[config.mk]
export PLATFORM = sky130hd
export DESIGN_NAME = vpu_inst_buffer
export DESIGN_NICKNAME = d
export VERILOG_FILES = /design/src/rtl/vpu_inst_buffer.sv
export SDC_FILE = /design/constraint.sdc
export NUM_CORES = 1
export LEC_CHECK = 0
export ABC_AREA = 1
export CORE_ASPECT_RATIO = 0.8
export CORE_MARGIN = 4
export CORE_UTILIZATION = 30
export DETAILED_ROUTE_END_ITERATION = 8
export SLEW_MARGIN = 20
export SYNTH_ARGS = -nofsm -noshare
export SYNTH_HDL_FRONTEND = slang
export SYNTH_SLANG_ARGS = --single-unit
[constraint.sdc]
create_clock -name clk_i -period 16.6 [get_ports clk_i]
set_input_delay 3.32 -clock clk_i [delete_from_list [all_inputs] [get_ports clk_i]]
set_output_delay 3.32 -clock clk_i [all_outputs]
set_load 0.1 [all_outputs]
[src/rtl/vpu_inst_buffer.sv]
// Vector-instruction FIFO between CPU dispatch and VPU decode. Entries appear one cycle after push.
// The CPU is stalled when the buffer is full, and issue stalls while WB_MAX scalar writebacks are owed.
module vpu_inst_buffer #(
  parameter int DEPTH  = 4,
  parameter int WB_MAX = 3
) (
  input  logic                      clk_i,
  input  logic                      rst_i,
  input  logic                      cpu_inst_valid_i,
  input  logic [31:0]               cpu_inst_i,
  input  logic [31:0]               cpu_xrs1_i,
  input  logic [31:0]               cpu_xrs2_i,
  output logic                      cpu_ready_o,
  output logic                      vector_inst_valid_o,
  output logic [31:0]               vector_inst_o,
  output logic [31:0]               vector_xrs1_val_o,
  output logic [31:0]               vector_xrs2_val_o,
  input  logic                      vector_ack_i,
  input  logic                      vector_writeback_i,
  input  logic                      vector_result_valid_i,
  output logic [$clog2(DEPTH):0]    count_o,
  output logic [$clog2(WB_MAX):0]   pend_wb_o,
  output logic                      vpu_busy_o,
  output logic                      err_o
);

  localparam int AW = $clog2(DEPTH);
  localparam int CW = AW + 1;
  localparam int WW = $clog2(WB_MAX) + 1;

  typedef struct packed {
    logic [31:0] inst;
    logic [31:0] xrs1;
    logic [31:0] xrs2;
  } entry_t;

  typedef enum logic {
    ST_EMPTY  = 1'b0,
    ST_ACTIVE = 1'b1
  } ctl_e;

  entry_t        mem_q [DEPTH];
  entry_t        head;
  logic [AW-1:0] wr_ptr_q, wr_ptr_d;
  logic [AW-1:0] rd_ptr_q, rd_ptr_d;
  logic [CW-1:0] count_q, count_d;
  logic [WW-1:0] pend_q, pend_d;
  logic          err_q, err_d;
  ctl_e          state;
  logic          full, wb_stall, issue, push, pop, inc, dec;

  // Control state is a view of the occupancy counter, not a separate register.
  always_comb begin
    state = (count_q == '0) ? ST_EMPTY : ST_ACTIVE;
  end

  assign full     = (count_q == CW'(DEPTH));
  assign wb_stall = (pend_q == WW'(WB_MAX));
  assign issue    = (state == ST_ACTIVE) && !wb_stall;
  assign push     = cpu_inst_valid_i && !full;
  assign pop      = issue && vector_ack_i;
  assign inc      = pop && vector_writeback_i;
  assign dec      = vector_result_valid_i;

  always_comb begin
    wr_ptr_d = wr_ptr_q;
    rd_ptr_d = rd_ptr_q;
    count_d  = count_q;
    pend_d   = pend_q;
    err_d    = err_q;

    if (push) wr_ptr_d = wr_ptr_q + AW'(1);
    if (pop)  rd_ptr_d = rd_ptr_q + AW'(1);

    case ({push, pop})
      2'b10:   count_d = count_q + CW'(1);
      2'b01:   count_d = count_q - CW'(1);
      default: count_d = count_q;
    endcase

    // A result with nothing owed is a protocol error; the counter saturates at 0.
    if (inc && !dec) begin
      pend_d = pend_q + WW'(1);
    end else if (dec && !inc) begin
      if (pend_q != '0) pend_d = pend_q - WW'(1);
      else              err_d  = 1'b1;
    end

    if (vector_ack_i && !issue) err_d = 1'b1;
  end

  always_ff @(posedge clk_i or posedge rst_i) begin
    if (rst_i) begin
      wr_ptr_q <= '0;
      rd_ptr_q <= '0;
      count_q  <= '0;
      pend_q   <= '0;
      err_q    <= 1'b0;
    end else begin
      wr_ptr_q <= wr_ptr_d;
      rd_ptr_q <= rd_ptr_d;
      count_q  <= count_d;
      pend_q   <= pend_d;
      err_q    <= err_d;
    end
  end

  always_ff @(posedge clk_i or posedge rst_i) begin
    if (rst_i) begin
      for (int i = 0; i < DEPTH; i++) mem_q[i] <= '0;
    end else if (push) begin
      mem_q[wr_ptr_q] <= {cpu_inst_i, cpu_xrs1_i, cpu_xrs2_i};
    end
  end

  assign head                = mem_q[rd_ptr_q];
  assign vector_inst_o       = head.inst;
  assign vector_xrs1_val_o   = head.xrs1;
  assign vector_xrs2_val_o   = head.xrs2;
  assign vector_inst_valid_o = issue;
  assign cpu_ready_o         = !full;
  assign count_o             = count_q;
  assign pend_wb_o           = pend_q;
  assign vpu_busy_o          = (count_q != '0) || (pend_q != '0);
  assign err_o               = err_q;

endmodule

==> results of run 1 <==
## cell type report
class                   instances  area share (%)
flip-flops and latches        395           47.13
clock buffers                  60           6.015
clock inverters                16          0.6557
inverters                     116           2.140
repair buffers                223           10.62
well taps                     750           4.471
multi-input cells            1309           28.97
## layer usage
layer,wire (µm),share of wire [%],global-route usage (%),vias up
li1,-,-,-,6754
met1,21310,46,21.19,6751
met2,21260,46,24.08,391
met3,2922,6.3,3.216,72
met4,815,1.8,3.768,6
met5,42,0.091,0,-
## state kept, by name, indices dropped and copies added (netlist names)
register	flops
count_o	3
mem_q	384
rd_ptr_q	2
wr_ptr_q	2
err_o	1
pend_wb_o	3
## cell usage after synthesis
| cell | instances | area (µm²) |
|---|---|---|
| sky130_fd_sc_hd__o21ai_0 | 570 | 2853 |
| sky130_fd_sc_hd__nand2_1 | 412 | 1546 |
| sky130_fd_sc_hd__dfrtp_1 | 395 | 9884 |
| sky130_fd_sc_hd__nor2_1 | 193 | 724.4 |
| sky130_fd_sc_hd__inv_1 | 116 | 435.4 |
| sky130_fd_sc_hd__o22ai_1 | 96 | 600.6 |
| sky130_fd_sc_hd__clkbuf_1 | 52 | 195.2 |
| sky130_fd_sc_hd__buf_2 | 47 | 235.2 |
| sky130_fd_sc_hd__clkbuf_2 | 32 | 160.2 |
| sky130_fd_sc_hd__buf_4 | 12 | 90.09 |
| sky130_fd_sc_hd__nand3_1 | 11 | 55.05 |
| sky130_fd_sc_hd__ha_1 | 7 | 87.58 |
| sky130_fd_sc_hd__o21ai_1 | 7 | 35.03 |
| sky130_fd_sc_hd__nand4_1 | 4 | 25.02 |
| sky130_fd_sc_hd__buf_1 | 3 | 11.26 |
| sky130_fd_sc_hd__fa_1 | 2 | 40.04 |
| sky130_fd_sc_hd__nand3b_1 | 2 | 15.01 |
| sky130_fd_sc_hd__xor2_1 | 2 | 17.52 |
| sky130_fd_sc_hd__buf_6 | 1 | 11.26 |
| sky130_fd_sc_hd__nand3_4 | 1 | 17.52 |
| sky130_fd_sc_hd__nor3_1 | 1 | 5.000 |
| sky130_fd_sc_hd__xnor2_1 | 1 | 8.760 |
## per-stage QoR
| stage | hold slack [ns] | instance area, µm² | worst slack (ns) | utilization [%] |
|---|---|---|---|---|
| after floorplan | 0.4478 | 17050 | 2.297 | - |
| after global placement | 0.4599 | 19560 | 9.415 | 35.06 |
| after detailed placement | 0.4676 | 19560 | 9.377 | 35.06 |
| after CTS | 0.4820 | 20960 | 8.745 | 37.57 |
| after global routing | 0.4992 | 20990 | 8.494 | 37.63 |
| final | 0.4763 | 20990 | 8.759 | 37.63 |
## how the worst max path moves through the flow
| stage | slack, ns | endpoint |
|---|---|---|
| 2_1_floorplan | 2.30 | count_o[0] |
| 3_3_place_gp | 9.42 | vector_xrs2_val_o[4] |
| 4_1_cts | 8.74 | vector_xrs2_val_o[4] |
| 3_5_place_dp | 9.38 | vector_xrs2_val_o[4] |
| 5_1_grt | 8.49 | vector_xrs2_val_o[4] |
| 6_report | 8.76 | vector_xrs2_val_o[4] |
## cells by family after synthesis
kind of cell	after synthesis	share of synthesized area, %
flip-flops	395	57.96
adder cells (fa/ha/maj)	9	0.7483
AND/OR/NAND/NOR	624	14.01
buffers and inverters	263	6.676
AO/OA/AOI/OAI	673	20.45
XOR/XNOR	3	0.1541
## critical path, stage by stage, from the launching register on
cell and delay, ns:
sky130_fd_sc_hd__dfrtp_4 0.68, sky130_fd_sc_hd__inv_6 0.73, sky130_fd_sc_hd__buf_4 0.81, sky130_fd_sc_hd__o21ai_0 0.17, sky130_fd_sc_hd__o22ai_1 0.29, sky130_fd_sc_hd__clkdlybuf4s50_1 1.20
==> impl_metrics.ini, run 1 <==
[run_status]
outcome = finished clean

[global_routing]
gr-total-overflow = 0
first_pass_grt_wire_length_mm = 76.12
grt_usage_pct = 15.16
grt_start_max_net_pins = 185
first_global_vias = 14031
antenna_found_initial = 3

[clocking]
post_cts_hold_buffer_count = 0
tritoncts.num_buffers = 43
cts_max_level = 2
clkSinkCount = 395
clock_transition_at_the_register_clock_pins_on_the_worst_setup_and_hold_paths_after_cts_ns = 0.06
postCtsSetupRepairBufs = 0
cts.repair.resized = 0
clock-root-buffer = sky130_fd_sc_hd__clkbuf_16
max-clock-path-buffers = 3
clk-insertion-delay-late_ns = 0.56
cts_tree = yes

[critical_path]
timing.critical_path.from_type = register
worstReg2RegStart = count_o[0]
depth_of_the_worst_register_to_register_path = 5
crit_type = register to primary output
crit_path_max_fanout = 115
r2r-end = mem_q[321]
critical_path.startpoint = rd_ptr_q[0]
worst_setup_path_end_kind = primary output
timing.critical_path.required_ns = 13.28
worst-r2r-setup-slack_ns = 14.20
crit_arrival_ns = 4.52

[cells_and_area]
layout.cells.non_filler = 2869
drive_gt1_share_pct = 4.483
layout_common_cells = 570 x sky130_fd_sc_hd__o21ai_0, 412 x sky130_fd_sc_hd__nand2_1, 393 x sky130_fd_sc_hd__dfrtp_1
antenna-diode-count = 0
fillers = 5592
layout_commonest_cell = sky130_fd_sc_hd__o21ai_0
multiInputGateArea_um2 = 6081
synthToLayoutAreaGrowth_pct = 23.07
num-nets-final = 2199
seqCellArea_um2 = 9892

[floorplan]
fp-row-count = 77
start_util_pct = 30.57
io_pins = 208
die_w_um = 274.6
floorplan.die_area_um2 = 60750
floorplan.die.height_um = 221.3
fp.coreArea_um2 = 55780

[placement]
gp_congestion = 0.7616
hpwlAfterDp_mm = 26.84
io_buffers = 207
post-place-cells = 2792

[flow_run]
maxCapViolations = 0

[min_path]
hold_path.startpoint = mem_q[122]
min_delay_path_depth = 2
hold_end = mem_q[122]
hold_class = register to register

[yosys]
synth.ff_latch_count = 395
post_synth_instance_area_um2 = 17050
seq_area_frac_synth_pct = 57.96
synth_cell_types = 22
postSynthCellCount = 1967
synth_area_per_cell_um2 = 8.670
yosys_warnings = 0
synthesis.nets = 2078

[sta]
timing.final.crit_period_ns = 7.841
timing.setup.tns_ns = 0
timing_worst_slew_pin_value_ns = 1.084
rsz0062_at_grt = false
final.period_utilization_pct = 47.24
report.final.slew_viol_count = 0
maxSlewHeadroom_pct = 27.54
achievable-frequency_mhz = 127.5
report.final.setup_viol = 0
fin_skew_ns = 0.01722
final_hold_viol_count = 0

[detailed_routing]
detail_route.wirelength_mm = 46.35
vias_per_cell = 4.871
antenna_left = 0
drt-wirelength-per-cell_um = 16.16
num_vias = 13974
drt_iter0_drc = 1128
drtPass1Iterations = 6
drc = 0
Power of run 1 is not shown: default switching activity piles up to over one toggle a cycle in this logic, so the estimate is an artifact.
==> inputs of run 2 (changes only) <==
==> constraint.sdc (replaced) <==
create_clock -name clk_i -period 7.3 [get_ports clk_i]
set_input_delay 1.46 -clock clk_i [delete_from_list [all_inputs] [get_ports clk_i]]
set_output_delay 1.46 -clock clk_i [all_outputs]
set_load 0.1 [all_outputs]
==> run 2 against run 1 <==
Effect of this change: register-to-register slack got worse by 9.4 ns; clock skew increased by 0.0053 ns; non-clock buffer count decreased by 2; critical endpoint is now vector_xrs1_val_o[11].
==> impl_metrics.ini, run 2 (synthesis results as in run 1) <==
[critical_path]
crit_chain = inv_6, buf_12, o21ai_0, o22ai_1, clkdlybuf4s50_1
worst_setup_path_end_kind = primary output
timing.critical_path.from_type = register
slowest_stage_cell_on_the_critical_path = sky130_fd_sc_hd__clkdlybuf4s50_1
crit_arrival_ns = 4.22
crit_path_max_fanout = 98
crit_type = register to primary output
worst-r2r-setup-slack_ns = 4.79
timing.critical_path.required_ns = 5.84
crit_path_max_incr_delay_ns = 1.21
depth_of_the_worst_register_to_register_path = 6
r2r-end = mem_q[7]
worstReg2RegStart = count_o[0]

[sta]
timing.final.crit_period_ns = 5.677
final_hold_viol_count = 0
maxSlewHeadroom_pct = 30.73
hold_ws_ns = 0.4740
final.period_utilization_pct = 77.77
timing_worst_slew_pin_value_ns = 1.037
rsz0062_at_grt = false
timing.setup.tns_ns = 0
fin_skew_ns = 0.02248
report.final.slew_viol_count = 0
achievable-frequency_mhz = 176.1
report.final.setup_viol = 0

[detailed_routing]
num_vias = 14094
detail_route.wirelength_mm = 45.94
m1WireLength_mm = 21.27
dr_wl_met2_mm = 21.08
antenna_left = 0
vias_per_cell = 4.907
wl_met3_mm = 2.842
drt-wirelength-per-cell_um = 16.00
dr.max_layer_used = met5
drc = 0
drt_iter0_drc = 1221
drtPass1Iterations = 5

[clocking]
clock_transition_at_the_register_clock_pins_on_the_worst_setup_and_hold_paths_after_cts_ns = 0.06
cts_max_level = 2
cts_tree = yes
clkSinkCount = 395
postCtsSetupRepairBufs = 0
clock-root-buffer = sky130_fd_sc_hd__clkbuf_16
cts.repair.resized = 0
tritoncts.num_buffers = 44
post_cts_hold_buffer_count = 0
max-clock-path-buffers = 3
clk-insertion-delay-late_ns = 0.56

[cells_and_area]
layout_common_cells = 570 x sky130_fd_sc_hd__o21ai_0, 412 x sky130_fd_sc_hd__nand2_1, 393 x sky130_fd_sc_hd__dfrtp_1
drive_gt1_share_pct = 4.383
multiInputGateArea_um2 = 6081
layout.cell_area.non_filler_um2 = 21060
synthToLayoutAreaGrowth_pct = 23.51
fillers = 5513
layout_commonest_cell = sky130_fd_sc_hd__o21ai_0
max_flop_register = mem_q
number_of_flip_flops_in_the_largest_register = 384
antenna-diode-count = 0
finalCoreUtilization_pct = 37.76
seqCellArea_um2 = 9892
num-nets-final = 2198

[floorplan]
fp.coreArea_um2 = 55780
floorplan.die.height_um = 221.3
start_util_pct = 30.57
io_pins = 208
floorplan.die_area_um2 = 60750
fp-row-count = 77
die_w_um = 274.6

[global_routing]
first_global_vias = 13634
grt_usage_pct = 14.82
first_pass_grt_wire_length_mm = 74.24
gr-total-overflow = 0
grt_start_max_net_pins = 159
antenna_found_initial = 2

[min_path]
hold_path.startpoint = err_o
min_delay_path_depth = 1
hold_end = err_o
hold_class = register to register

[flow_run]
maxCapViolations = 0

[placement]
place_area_um2 = 19610
io_buffers = 207
hpwlAfterDp_mm = 26.27
gp_congestion = 0.7814

[run_status]
outcome = finished clean
==> run 2: cell count changes in the layout (fill, tap and decap cells not counted), sizes merged <==
cell      change
bufinv        +1
clkinvlp      +1
buf           -2
clkinv        -5
clkbuf        +5
inv           +3
==> run 2: final cells by class <==
class	instances	area share, %
Timing Repair Buffer	221	10.69
Clock inverter	16	0.8257
Clock buffer	65	6.083
Tap cell	750	4.455
Sequential cell	395	46.96
Inverter	116	2.109
Multi-Input combinational cell	1309	28.87
==> run 2: stage by stage <==
| step | cells | setup slack [ns] |
|---|---|---|
| 2_1_floorplan | 1967 | 0.5242 |
| 3_3_place_gp | 2791 | 2.243 |
| 3_5_place_dp | 2791 | 2.291 |
| 4_1_cts | 2872 | 1.653 |
| 5_1_grt | 2872 | 1.512 |
| 6_report | 2872 | 1.623 |
==> run 2: how the worst max path moves through the flow <==
stage,endpoint,slack [ns],from,depth (start not counted)
6_report,vector_xrs1_val_o[11],1.62,rd_ptr_q[0],5
3_3_place_gp,vector_xrs1_val_o[11],2.24,rd_ptr_q[1],5
4_1_cts,vector_xrs1_val_o[11],1.65,rd_ptr_q[1],5
2_1_floorplan,count_o[0],0.52,rst_i,1
5_1_grt,vector_xrs1_val_o[11],1.51,rd_ptr_q[0],5
3_5_place_dp,vector_xrs1_val_o[11],2.29,rd_ptr_q[1],5
==> run 2: critical path: cells and delay by family, from the launching register on <==
family / cells / cell delay [ns]
buffers and inverters: 3 / 2.22
DFF: 1 / 0.72
AOI/OAI and AO/OA: 2 / 0.46
==> run 2: layer usage <==
layer / global-route usage (%) / vias to the layer above
met5: 0 / -
met4: 3.220 / 2
met3: 2.762 / 65
met2: 24.15 / 464
met1: 20.64 / 6813
li1: - / 6750
Power of run 2 is left out for the same reason.
==> inputs of run 3 (changes only) <==
==> constraint.sdc (replaced) <==
create_clock -name clk_i -period 5.05 [get_ports clk_i]
set_input_delay 1.01 -clock clk_i [delete_from_list [all_inputs] [get_ports clk_i]]
set_output_delay 1.01 -clock clk_i [all_outputs]
set_load 0.1 [all_outputs]
==> run 3 against run 2 <==
Effect of this change: die area is the same; highest routed layer is now met4; hold slack gained 0.0027 ns; register-to-register slack got worse by 2.1 ns; non-clock buffer count up 14; sequential cell count unchanged; final cell count is 0.38% higher; first-iteration DRC count fell by 5.4%; routed wire length increased by 1.9%; clock-buffer cell count fell by 2; worst setup slack got worse by 0.62 ns.
==> impl_metrics.ini, run 3 (synthesis results as in run 1) <==
[cells_and_area]
antenna-diode-count = 0
drive_gt1_share_pct = 9.470
finalCoreUtilization_pct = 37.49
layout.cells.non_filler = 2883
max_flop_register = mem_q
layout_common_cells = 570 x sky130_fd_sc_hd__o21ai_0, 412 x sky130_fd_sc_hd__nand2_1, 393 x sky130_fd_sc_hd__dfrtp_1
layout_commonest_cell = sky130_fd_sc_hd__o21ai_0
number_of_flip_flops_in_the_largest_register = 384
num-nets-final = 2211
synthToLayoutAreaGrowth_pct = 22.63

[global_routing]
antenna_found_initial = 0
first_global_vias = 14007
gr-total-overflow = 0
first_pass_grt_wire_length_mm = 76.27
grt_usage_pct = 15.28
grt_start_max_net_pins = 137

[detailed_routing]
antenna_left = 0
drc = 0
drt-wirelength-per-cell_um = 16.24
detail_route.wirelength_mm = 46.82
num_vias = 14191
vias_per_cell = 4.922
drtPass1Iterations = 5
drt_iter0_drc = 1155

[critical_path]
timing.critical_path.required_ns = 4.04
worst-r2r-setup-slack_ns = 2.72
crit_path_max_incr_delay_ns = 0.74
crit_path_max_fanout = 89
timing.critical_path.from_type = register
worstReg2RegStart = count_o[0]
slowest_stage_cell_on_the_critical_path = sky130_fd_sc_hd__dfrtp_4
crit_chain = inv_6, buf_4, o21ai_0, o22ai_1, buf_4
crit_arrival_ns = 3.04
crit_type = register to primary output
depth_of_the_worst_register_to_register_path = 6
worst_setup_path_end_kind = primary output
r2r-end = mem_q[1]
worst_path_most_repeated_cell = sky130_fd_sc_hd__buf_4

[clocking]
postCtsSetupRepairBufs = 0
tritoncts.num_buffers = 43
clock-root-buffer = sky130_fd_sc_hd__clkbuf_16
clock_transition_at_the_register_clock_pins_on_the_worst_setup_and_hold_paths_after_cts_ns = 0.05
max-clock-path-buffers = 3
cts.repair.resized = 0
cts_tree = yes
post_cts_hold_buffer_count = 0
clk-insertion-delay-late_ns = 0.57
clkSinkCount = 395
cts_max_level = 2

[sta]
timing.final.crit_period_ns = 4.050
report.final.setup_viol = 0
timing_worst_slew_pin_value_ns = 0.9950
fin_skew_ns = 0.02061
maxSlewHeadroom_pct = 33.67
timing.setup.tns_ns = 0
achievable-frequency_mhz = 246.9
rsz0062_at_grt = false
final.period_utilization_pct = 80.19
final_hold_viol_count = 0
final_critical_path_setup_slack_ns = 1.000
report.final.slew_viol_count = 0

[floorplan]
io_pins = 208
die_w_um = 274.6
start_util_pct = 30.57
fp-row-count = 77
floorplan.die_area_um2 = 60750
fp.coreArea_um2 = 55780
floorplan.die.height_um = 221.3

[min_path]
hold_end = mem_q[279]
min_delay_path_depth = 2
hold_path.startpoint = mem_q[279]
hold_class = register to register

[placement]
post-place-cells = 2805
gp_congestion = 0.7538
io_buffers = 207
pre_cts_ws_ns = 1.512
hpwlAfterDp_mm = 28.13

[run_status]
outcome = finished clean

[flow_run]
maxCapViolations = 0
[run 3: changes by cell type in the layout (fill, tap and decap cells not counted), sizes merged]
cell,change
buf,+110
clkbuf,-2
clkinvlp,-2
clkinv,+2
clkdlybuf4s50,-96
bufinv,-1
[run 3: metal layers]
| metal | global-route usage (%) | vias up | share of wire [%] |
|---|---|---|---|
| li1 | - | 6786 | - |
| met5 | 0 | - | 0 |
| met3 | 2.491 | 59 | 5.2 |
| met2 | 24.76 | 420 | 47 |
| met1 | 21.47 | 6926 | 46 |
| met4 | 3.668 | 0 | 1.7 |
[run 3: stage by stage]
| step | hold WS, ns | cell area (µm²) |
|---|---|---|
| 2_1_floorplan | 0.4478 | 17060 |
| 3_3_place_gp | 0.4603 | 19520 |
| 3_5_place_dp | 0.4677 | 19520 |
| 4_1_cts | 0.4818 | 20910 |
| 5_1_grt | 0.4967 | 20910 |
| 6_report | 0.4767 | 20910 |
[run 3: worst max-delay path by stage]
stage | cells after the start | start | to | slack [ns]
6_report | 5 | rd_ptr_q[0] | vector_xrs1_val_o[7] | 1.00
5_1_grt | 5 | rd_ptr_q[0] | vector_xrs1_val_o[10] | 0.79
4_1_cts | 5 | rd_ptr_q[0] | vector_xrs1_val_o[21] | 0.90
3_5_place_dp | 5 | cpu_inst_valid_i | mem_q[75] | 1.51
3_3_place_gp | 5 | rd_ptr_q[0] | vector_xrs1_val_o[21] | 1.54
2_1_floorplan | 1 | rst_i | count_o[0] | -1.28
[run 3: layout make-up]
type | count | area, µm²
inverter | 116 | 444.2
fill | 5619 | 34870
tap | 750 | 938.4
clock buffer | 63 | 1251
timing repair buffer | 235 | 2167
multi-input combinational | 1309 | 6081
clock inverter | 15 | 138.9
sequential | 395 | 9892
[run 3: critical path: cells and delay by family, from the launching register on]
family | cells | cell delay [ns]
flops | 1 | 0.74
compound gates | 2 | 0.37
buf+inv | 3 | 1.34
Power of run 3 is left out for the same reason.
